`config.mk`:
```
export PLATFORM = sky130hd
export DESIGN_NAME = adder_tree_acc_pipe
export DESIGN_NICKNAME = d
export VERILOG_FILES = /design/src/rtl/adder_tree_pkg.sv /design/src/rtl/adder_tree_level.sv /design/src/rtl/adder_tree_acc_pipe.sv
export SDC_FILE = /design/constraint.sdc
export NUM_CORES = 2
export LEC_CHECK = 0
export ABC_AREA = 1
export CAP_MARGIN = 15
export CORE_AREA = 3 3 277 333
export CTS_CLUSTER_SIZE = 20
export DETAILED_ROUTE_END_ITERATION = 8
export DIE_AREA = 0 0 280 336
export PLACE_DENSITY = 0.73
export SETUP_SLACK_MARGIN = 0.02
export SLEW_MARGIN = 20
export SYNTH_ARGS = -nofsm -noshare
export SYNTH_HDL_FRONTEND = slang
export SYNTH_SLANG_ARGS = --single-unit
```
`constraint.sdc`:
```
create_clock -name clk -period 2.3 [get_ports clk]
set_input_delay 0.46 -clock clk [delete_from_list [all_inputs] [get_ports clk]]
set_output_delay 0.46 -clock clk [all_outputs]
set_load 0.05 [all_outputs]
```
`src/rtl/adder_tree_pkg.sv`:
```
// Shared constants and elaboration helpers for the pipelined adder tree.
//   DEF_IN_W / DEF_N_IN : default operand width and operand count
//   clog2()             : ceiling log2, used to size the tree result
//   level_n()           : number of live elements entering a given tree level
//   n_levels()          : number of registered levels for an operand count
package adder_tree_pkg;

    localparam int DEF_IN_W = 17;
    localparam int DEF_N_IN = 25;

    function automatic int clog2(input int v);
        int r;
        int x;
        r = 0;
        x = 1;
        while (x < v) begin
            x = x * 2;
            r = r + 1;
        end
        return r;
    endfunction

    // Each level halves the element count, rounding up for the pass-through.
    function automatic int level_n(input int n_in, input int lvl);
        int n;
        n = n_in;
        for (int i = 0; i < lvl; i++) n = (n + 1) / 2;
        return n;
    endfunction

    function automatic int n_levels(input int n_in);
        return clog2(n_in);
    endfunction

endpackage

```
`src/rtl/adder_tree_level.sv`:
```
// One registered level of the adder tree: adds adjacent element pairs and
// passes an odd trailing element through unchanged.
//   clk, rst_n : clock, synchronous active-low reset
//   en         : stage enable; register holds when low
//   i_data     : N packed elements of W bits
//   o_data     : (N+1)/2 packed registered results
module adder_tree_level #(
    parameter int N = 2,
    parameter int W = 8,
    localparam int M = (N + 1) / 2
) (
    input  logic           clk,
    input  logic           rst_n,
    input  logic           en,
    input  logic [N*W-1:0] i_data,
    output logic [M*W-1:0] o_data
);

    logic [M*W-1:0] w_sum;
    logic [M*W-1:0] r_sum;

    // Width W is sized by the caller so that no pair sum can overflow;
    // plain modular addition is therefore exact in two's complement.
    for (genvar j = 0; j < N / 2; j++) begin : g_pair
        assign w_sum[j*W +: W] = i_data[2*j*W +: W] + i_data[(2*j+1)*W +: W];
    end

    if (N % 2 == 1) begin : g_odd
        assign w_sum[(M-1)*W +: W] = i_data[(N-1)*W +: W];
    end

    always_ff @(posedge clk) begin
        if (!rst_n)  r_sum <= '0;
        else if (en) r_sum <= w_sum;
    end

    assign o_data = r_sum;

endmodule

```
`src/rtl/adder_tree_acc_pipe.sv`:
```
// Pipelined signed adder tree followed by a group accumulator.
// Each accepted beat sums N_IN operands through clog2(N_IN) registered
// levels; the accumulate stage folds beat sums into a group total and
// emits it on the beat flagged last. A single global enable stalls the
// whole pipeline while a result waits for the consumer.
//   clk, rst_n          : clock, synchronous active-low reset
//   in_valid/in_ready   : input beat handshake
//   in_data             : N_IN packed IN_W-bit signed operands
//   in_first / in_last  : group delimiters
//   out_valid/out_ready : result handshake
//   out_sum             : ACC_W-bit signed group sum
//   out_sat             : overflow (saturate or wrap) seen in this group
module adder_tree_acc_pipe
    import adder_tree_pkg::*;
#(
    parameter int N_IN  = DEF_N_IN,
    parameter int IN_W  = DEF_IN_W,
    parameter int SUM_W = IN_W + clog2(N_IN),
    parameter int ACC_W = SUM_W + 8,
    parameter bit SAT   = 1'b0
) (
    input  logic                 clk,
    input  logic                 rst_n,
    input  logic                 in_valid,
    output logic                 in_ready,
    input  logic [N_IN*IN_W-1:0] in_data,
    input  logic                 in_first,
    input  logic                 in_last,
    output logic                 out_valid,
    input  logic                 out_ready,
    output logic [ACC_W-1:0]     out_sum,
    output logic                 out_sat
);

    localparam int L = n_levels(N_IN);

    localparam logic [ACC_W-1:0] ACC_MAX = {1'b0, {(ACC_W-1){1'b1}}};
    localparam logic [ACC_W-1:0] ACC_MIN = {1'b1, {(ACC_W-1){1'b0}}};

    logic                 w_en;
    logic [N_IN*SUM_W-1:0] w_ext;
    logic [SUM_W-1:0]     w_tree_sum;

    logic [L-1:0]         r_vld;
    logic [L-1:0]         r_first;
    logic [L-1:0]         r_last;

    logic [ACC_W-1:0]     r_acc;
    logic                 r_sat;
    logic [ACC_W-1:0]     r_out_sum;
    logic                 r_out_sat;
    logic                 r_out_valid;

    logic [ACC_W-1:0]     w_tree_acc;
    logic [ACC_W-1:0]     w_base;
    logic [ACC_W:0]       w_wide;
    logic                 w_ovf;
    logic [ACC_W-1:0]     w_res;
    logic                 w_sat_grp;

    // Only a pending, unaccepted result stalls the pipe.
    assign w_en     = !(r_out_valid && !out_ready);
    assign in_ready = w_en;

    for (genvar k = 0; k < N_IN; k++) begin : g_ext
        assign w_ext[k*SUM_W +: SUM_W] = SUM_W'($signed(in_data[k*IN_W +: IN_W]));
    end

    for (genvar l = 0; l < L; l++) begin : g_lvl
        localparam int NI = level_n(N_IN, l);
        localparam int NO = (NI + 1) / 2;
        logic [NI*SUM_W-1:0] w_in;
        logic [NO*SUM_W-1:0] w_out;

        if (l == 0) begin : g_src
            assign w_in = w_ext;
        end else begin : g_src
            assign w_in = g_lvl[l-1].w_out;
        end

        adder_tree_level #(.N(NI), .W(SUM_W)) u_level (
            .clk    (clk),
            .rst_n  (rst_n),
            .en     (w_en),
            .i_data (w_in),
            .o_data (w_out)
        );
    end

    assign w_tree_sum = g_lvl[L-1].w_out;

    // Beat qualifiers ride alongside the tree; index i matches level i output.
    always_ff @(posedge clk) begin
        if (!rst_n) begin
            r_vld   <= '0;
            r_first <= '0;
            r_last  <= '0;
        end else if (w_en) begin
            r_vld[0]   <= in_valid;
            r_first[0] <= in_first;
            r_last[0]  <= in_last;
            for (int i = 1; i < L; i++) begin
                r_vld[i]   <= r_vld[i-1];
                r_first[i] <= r_first[i-1];
                r_last[i]  <= r_last[i-1];
            end
        end
    end

    // One extra bit catches signed overflow: the top two bits disagree.
    always_comb begin
        w_tree_acc = ACC_W'($signed(w_tree_sum));
        w_base     = r_first[L-1] ? '0 : r_acc;
        w_wide     = {w_base[ACC_W-1], w_base} + {w_tree_acc[ACC_W-1], w_tree_acc};
        w_ovf      = w_wide[ACC_W] ^ w_wide[ACC_W-1];
        w_res      = w_wide[ACC_W-1:0];
        if (SAT && w_ovf) w_res = w_wide[ACC_W] ? ACC_MIN : ACC_MAX;
        w_sat_grp  = (r_first[L-1] ? 1'b0 : r_sat) | w_ovf;
    end

    always_ff @(posedge clk) begin
        if (!rst_n) begin
            r_acc       <= '0;
            r_sat       <= 1'b0;
            r_out_sum   <= '0;
            r_out_sat   <= 1'b0;
            r_out_valid <= 1'b0;
        end else if (w_en) begin
            r_out_valid <= r_vld[L-1] && r_last[L-1];
            if (r_vld[L-1]) begin
                if (r_last[L-1]) begin
                    // Group closes: publish and start the next from zero.
                    r_out_sum <= w_res;
                    r_out_sat <= w_sat_grp;
                    r_acc     <= '0;
                    r_sat     <= 1'b0;
                end else begin
                    r_acc     <= w_res;
                    r_sat     <= w_sat_grp;
                end
            end
        end
    end

    assign out_valid = r_out_valid;
    assign out_sum   = r_out_sum;
    assign out_sat   = r_out_sat;

endmodule

```
# [Word level (Yosys, flattened, before mapping)]
# Index checks and enable logic that the tools add are counted.
[classes] n_addsub=25 mux=4 n_bitwise=3 n_reduce_logical=6
[op_table] cell="$add A22 B22 Y22" n=12
[op_table] cell="$add A17 B17 Y18" n=12
[op_table] cell="$mux W30" n=2
[op_table] cell="$add A30 B22 Y31" n=1
[op_table] cell="$reduce_and A3 Y1" n=1
[op_table] cell="$logic_and A1 B1 Y1" n=2
[op_table] cell="$logic_not A1 Y1" n=2
[op_table] cell="$mux W1" n=2
[op_table] cell="$reduce_and A2 Y1" n=1
[op_table] cell="$not A1 Y1" n=1
[op_table] cell="$or A1 B1 Y1" n=1
[op_table] cell="$xor A1 B1 Y1" n=1
[totals] reg_bits=657 in_bits=431 out_inout_bits=33

# [Depth between registers and ports, before layout]
[depth] depth_word=5 mapped_depth=17

# [Hierarchy]
# From an unflattened synthesis, not the netlist that was laid out.
[unflattened] hier_cells=11080 hier_area_um2=62919.1
[modules_own_cells] mod="adder_tree_level (g_lvl[0].u_level)" n_inst=1 cells_per_inst=5076 area_per_inst_um2=28432.3 seq_area_each_um2=5725.5
[modules_own_cells] mod="adder_tree_level (g_lvl[1].u_level)" n_inst=1 cells_per_inst=2605 area_per_inst_um2=14586.5 seq_area_each_um2=3083.0
[modules_own_cells] mod="adder_tree_level (g_lvl[2].u_level)" n_inst=1 cells_per_inst=1346 area_per_inst_um2=7801.2 seq_area_each_um2=1761.7
[modules_own_cells] mod="adder_tree_acc_pipe" n_inst=1 cells_per_inst=801 area_per_inst_um2=5037.3 seq_area_each_um2=1561.5
[modules_own_cells] mod="adder_tree_level (g_lvl[3].u_level)" n_inst=1 cells_per_inst=834 area_per_inst_um2=4692.0 seq_area_each_um2=880.8
[modules_own_cells] mod="adder_tree_level (g_lvl[4].u_level)" n_inst=1 cells_per_inst=418 area_per_inst_um2=2369.8 seq_area_each_um2=440.4

# [Worst setup path after synthesis]
# Ideal clock, no wire load.
[synth_path] path_kind="register to register" start="register r_first[4]" end="register r_out_sum[18] (netlist: out_sum[18])" setup_ns=0.117 arrival_ns=2.199 slack_ns=-0.015 path_stages_with_launch=17 synth_period_minus_slack_ns=2.315 path_cell_list="dfxtp_1 clkbuf_1 nor2_1 ha_1 fa_1 nand3_1 nand3_2 nand2_1 nand2_1 nand3_1 nand2_1 nand2_1 nand3b_1 nand2_1 nand2_1 o211ai_1 inv_1"
[synth_between] elab_chain_len=2
[synth_lines] element="start, declared" line="adder_tree_acc_pipe.sv:45" text="logic [L-1:0] r_first;"
[synth_lines] element="start signal, assigned by index" line="adder_tree_acc_pipe.sv:104" text="r_first[i] <= r_first[i-1];"
[synth_lines] element="$mux W30" line="adder_tree_acc_pipe.sv:113" text="w_base = r_first[L-1] ? '0 : r_acc;"
[synth_lines] element="$add A30 B22 Y31" line="adder_tree_acc_pipe.sv:114" text="w_wide = {w_base[ACC_W-1], w_base} + {w_tree_acc[ACC_W-1], w_tree_acc};"
[synth_lines] element="end signal, assigned" line="adder_tree_acc_pipe.sv:133" text="r_out_sum <= w_res;"
[synth_lines] element="end, declared" line="adder_tree_acc_pipe.sv:50" text="logic [ACC_W-1:0] r_out_sum;"
# Every way passes these cells.
# A chain may end at the register's enable or synchronous reset.

# [Worst setup path after layout]
[layout_path] start="register r_first[4]" end="register r_out_sum[29] (netlist: out_sum[29])"
# Same word-level chain as after synthesis.

==> impl_metrics.ini <==
[routing]
vias = 49500
drc = 0
routedWlPerCell_um = 15.8
vias_per_cell = 5.38
routed_wl_mm = 145
antenna_left = 0
drt_iter0_drc = 3045
dr.pass1.iters = 7

[floorplanning]
die_h_um = 336
io_pins = 464
die_w_um = 280
rows = 120
initial_core_util_pct = 52.7
fp.dieArea_sq_um = 94100
core_area_sq_um = 89300

[place]
dp.cells = 9047
gp_congestion = 0.986
dpl.hpwl_mm = 115
place.port_buffers = 463

[setup_path]
crit_path_end_kind = register
cpPeakStageDelay_ps = 430
crit_arrival_ps = 2900
crit_required_ps = 2820
critPathMostFrequentCell = nand2_2
cpMaxStageDelayCell = dfxtp_4
cp_max_fo = 7
setup.worst_path.class = register to register
critPathLaunchType = register
path_cells = buf_12, buf_8, nor2_2, ha_1, buf_6, nand2_1, nand2_2, nand3_2, nand2_2, a21oi_2, nand2_1, a21oi_2, nand2_1, nand2_2, nand2_2, o211ai_2, inv_2

[run_status]
violations = negative setup slack
status = complete, but fails checks

[power]
p_per_area_nw_per_um2 = 657
p_leak_nw = 32.3
peakVddDrop_v = 0.000495
total_power_w = 0.0397

[clock_tree]
clkLatencyLatePin_ps = 630
root_buffer = clkbuf_16
clkSinkCount = 609
clk_pin_slew_worst_paths_ps = 60
numCtsBuffers = 69
cts_buffer_depth = 3
cts_tree = done
h-tree-depth = 3

[synth]
syn_nets = 8009
yosysSeqAreaShare_pct = 25.9
ys_ff_latch = 609
yosys.area_share.adder_pct = 13.5
synth_cell_types = 52
postSynthCellCount = 7085
synthFlopType = dfxtp_1
synth_top_family_by_area = simple AND/OR/NAND/NOR gates
synthesis.area_sq_um = 47100
avgSynthCellArea_sq_um = 6.64
synth_mux_area_share_pct = 0
synth_compound_area_share_pct = 22.9
synthXorXnorAreaFrac_pct = 4.24
synth-simple-area-share_pct = 23.5
async_reset_ff_share_pct = 0
ys_warn_count = 0
synth_edf_count = 0

[sta]
post-route-period-util_pct = 104
fmax_mhz = 419
fin_skew_ps = 24.7
setup_violations = 16
period_minus_slack_ps = 2390
drv_slew = 0
slew_headroom_pct = 64.6
fin_ws_ps = -86.7
rsz0062_at_grt = true
worst_pin_slew_ps = 529
hold_viol_final = 0

[global_routing]
grt_pass1_vias = 47800
gr-total-overflow = 0
grt_max_degree = 98
grt_pass1_wl_mm = 232
grt_usage_pct = 29.6
antenna_found_initial = 0

[layout]
diodes = 0
nets = 8915
finalNonFillerCells = 9205
drive_gt1_share_pct = 12.3
areaGrowthSynthToFinish_pct = 28.4
fillers = 7991
utilization_pct = 67.6

[hold_path]
hp-class = primary input to register

[run]
drv_cap = 0
==> layout by cell type (no fill, tap or decap), drive strengths merged, types with 82 or more instances in the layout <==
| cell | n |
|---|---|
| dfxtp | 609 |
| clkdlybuf4s50 | 455 |
| o21ai | 781 |
| nand2 | 1275 |
| buf | 575 |
| xor2 | 162 |
| o21bai | 271 |
| inv | 1041 |
| ha | 468 |
| nand4 | 84 |
| nand3 | 404 |
| a21oi | 618 |
| nor2 | 721 |
| clkbuf | 100 |
| a21o | 82 |
==> layout make-up <==
cell class	count	area (sq um)	share of cell area, %
timing repair buffer	1037	9390	15.5
tap	1159	1450	2.40
clock inverter	27	359	0.594
clock buffer	99	2020	3.34
inverter	1038	3910	6.46
sequential	609	12200	20.2
multi-input combinational	5236	31100	51.5
==> path summary, 6_finish.rpt <==
kind,startpoint,endpoint,slack [ps],cells after the start
setup / recovery,r_first[4]$_SDFFE_PN0N_,out_sum[29]$_SDFFE_PN0P_,-90,17
setup reg to reg,r_first[4]$_SDFFE_PN0N_,out_sum[29]$_SDFFE_PN0P_,-90,17
hold reg to reg,r_acc[15]$_SDFFE_PN0P_,r_acc[15]$_SDFFE_PN0P_,470,2
hold / removal,rst_n,g_lvl[1].u_level.o_data[2]$_SDFFE_PN0N_,230,3
==> synthesized netlist by cell type (4+ instances only) <==
library cell | count | area [sq um]
a21oi_2 | 11 | 96.3
xor2_1 | 162 | 1420
o211ai_2 | 7 | 87.6
o21ai_1 | 45 | 225
nand3b_1 | 39 | 293
dfxtp_1 | 609 | 12200
inv_1 | 1030 | 3870
fa_1 | 25 | 500
a21o_1 | 82 | 616
or2_2 | 23 | 144
nor4_1 | 12 | 75.1
xnor2_1 | 66 | 578
a221oi_1 | 5 | 43.8
o21a_1 | 14 | 105
a21oi_1 | 607 | 3040
a211oi_1 | 8 | 60.1
a31oi_1 | 11 | 68.8
o21bai_1 | 271 | 2030
ha_1 | 468 | 5860
buf_2 | 34 | 170
a21boi_1 | 7 | 52.6
nand3_1 | 401 | 2010
nand2_2 | 12 | 75.1
o211ai_1 | 50 | 375
o31a_1 | 6 | 52.6
buf_1 | 28 | 105
inv_2 | 8 | 30.0
clkbuf_1 | 139 | 522
nor2_1 | 716 | 2690
o311a_1 | 7 | 70.1
nand2_1 | 1263 | 4740
nor2_2 | 4 | 25.0
o21ai_0 | 716 | 3580
nor3_1 | 61 | 305
or2_1 | 11 | 68.8
o21ai_2 | 20 | 175
nand4_1 | 84 | 526
==> flip-flops by register name (all words and copies together) (netlist names) <==
register              cells
r_last                    5
out_sum                  30
out_sat                   1
r_first                   5
r_acc                    30
out_valid                 1
g_lvl.u_level.o_data    531
r_sat                     1
r_vld                     5
==> worst max-delay path, delay by kind of cell, from the launching register on <==
kind,cells,cell delay (ps)
AO/OA/AOI/OAI,3,390
adder cells (fa/ha/maj),1,320
buffers and inverters,4,470
flip-flops,1,430
AND/OR/NAND/NOR,9,680
==> where the power goes <==
group | leakage (nW) | switching [W] | internal [W] | total, W
Combinational | 26.1 | 0.00847 | 0.00633 | 0.0148
Clock | 1.16 | 0.00472 | 0.00676 | 0.0115
Sequential | 5.03 | 0.00130 | 0.0121 | 0.0134
Total | 32.3 | 0.0145 | 0.0252 | 0.0397
==> per-layer routing <==
metal / vias up / track usage [%] / routed length [um]
li1: 25300 / - / -
met1: 22700 / 34.3 / 59900
met2: 1196 / 56.4 / 74800
met3: 306 / 2.35 / 5380
met4: 0 / 10.7 / 5370
met5: - / 0 / 0
==> logic make-up (layout without fill, tap and decap cells) <==
kind of cell               Yosys count  after routing
xor gates and xnor gates           228            228
and+or+nand+nor                   2637           2637
AOI/OAI and AO/OA                 1878           1878
buffers and inverters             1240           2201
DFF                                609            609
adders and majority gates          493            493
==> timing repair <==
action                                  in CTS  in global routing
endpoints found under the setup margin      35                 98
gates resized for setup                     55                211
setup buffers                                1                 29
hold endpoints to repair                     0                  0
pin swaps                                   10                 76
hold buffers                                 0                  0
gates cloned                                 1                  1
==> through the flow <==
| step | area (sq um) | hold WS, ps | setup WS, ps | setup TNS, ps |
|---|---|---|---|---|
| after floorplan | 47100 | 445 | 93.9 | 0 |
| after global placement | 56800 | 452 | -497 | -25940 |
| after detailed placement | 56800 | 459 | -504 | -29840 |
| after CTS | 59400 | 207 | -24.7 | -61.9 |
| after global routing | 60400 | 257 | -208 | -3230 |
| final | 60400 | 233 | -86.7 | -639 |
(Power assumes the default switching activity.)
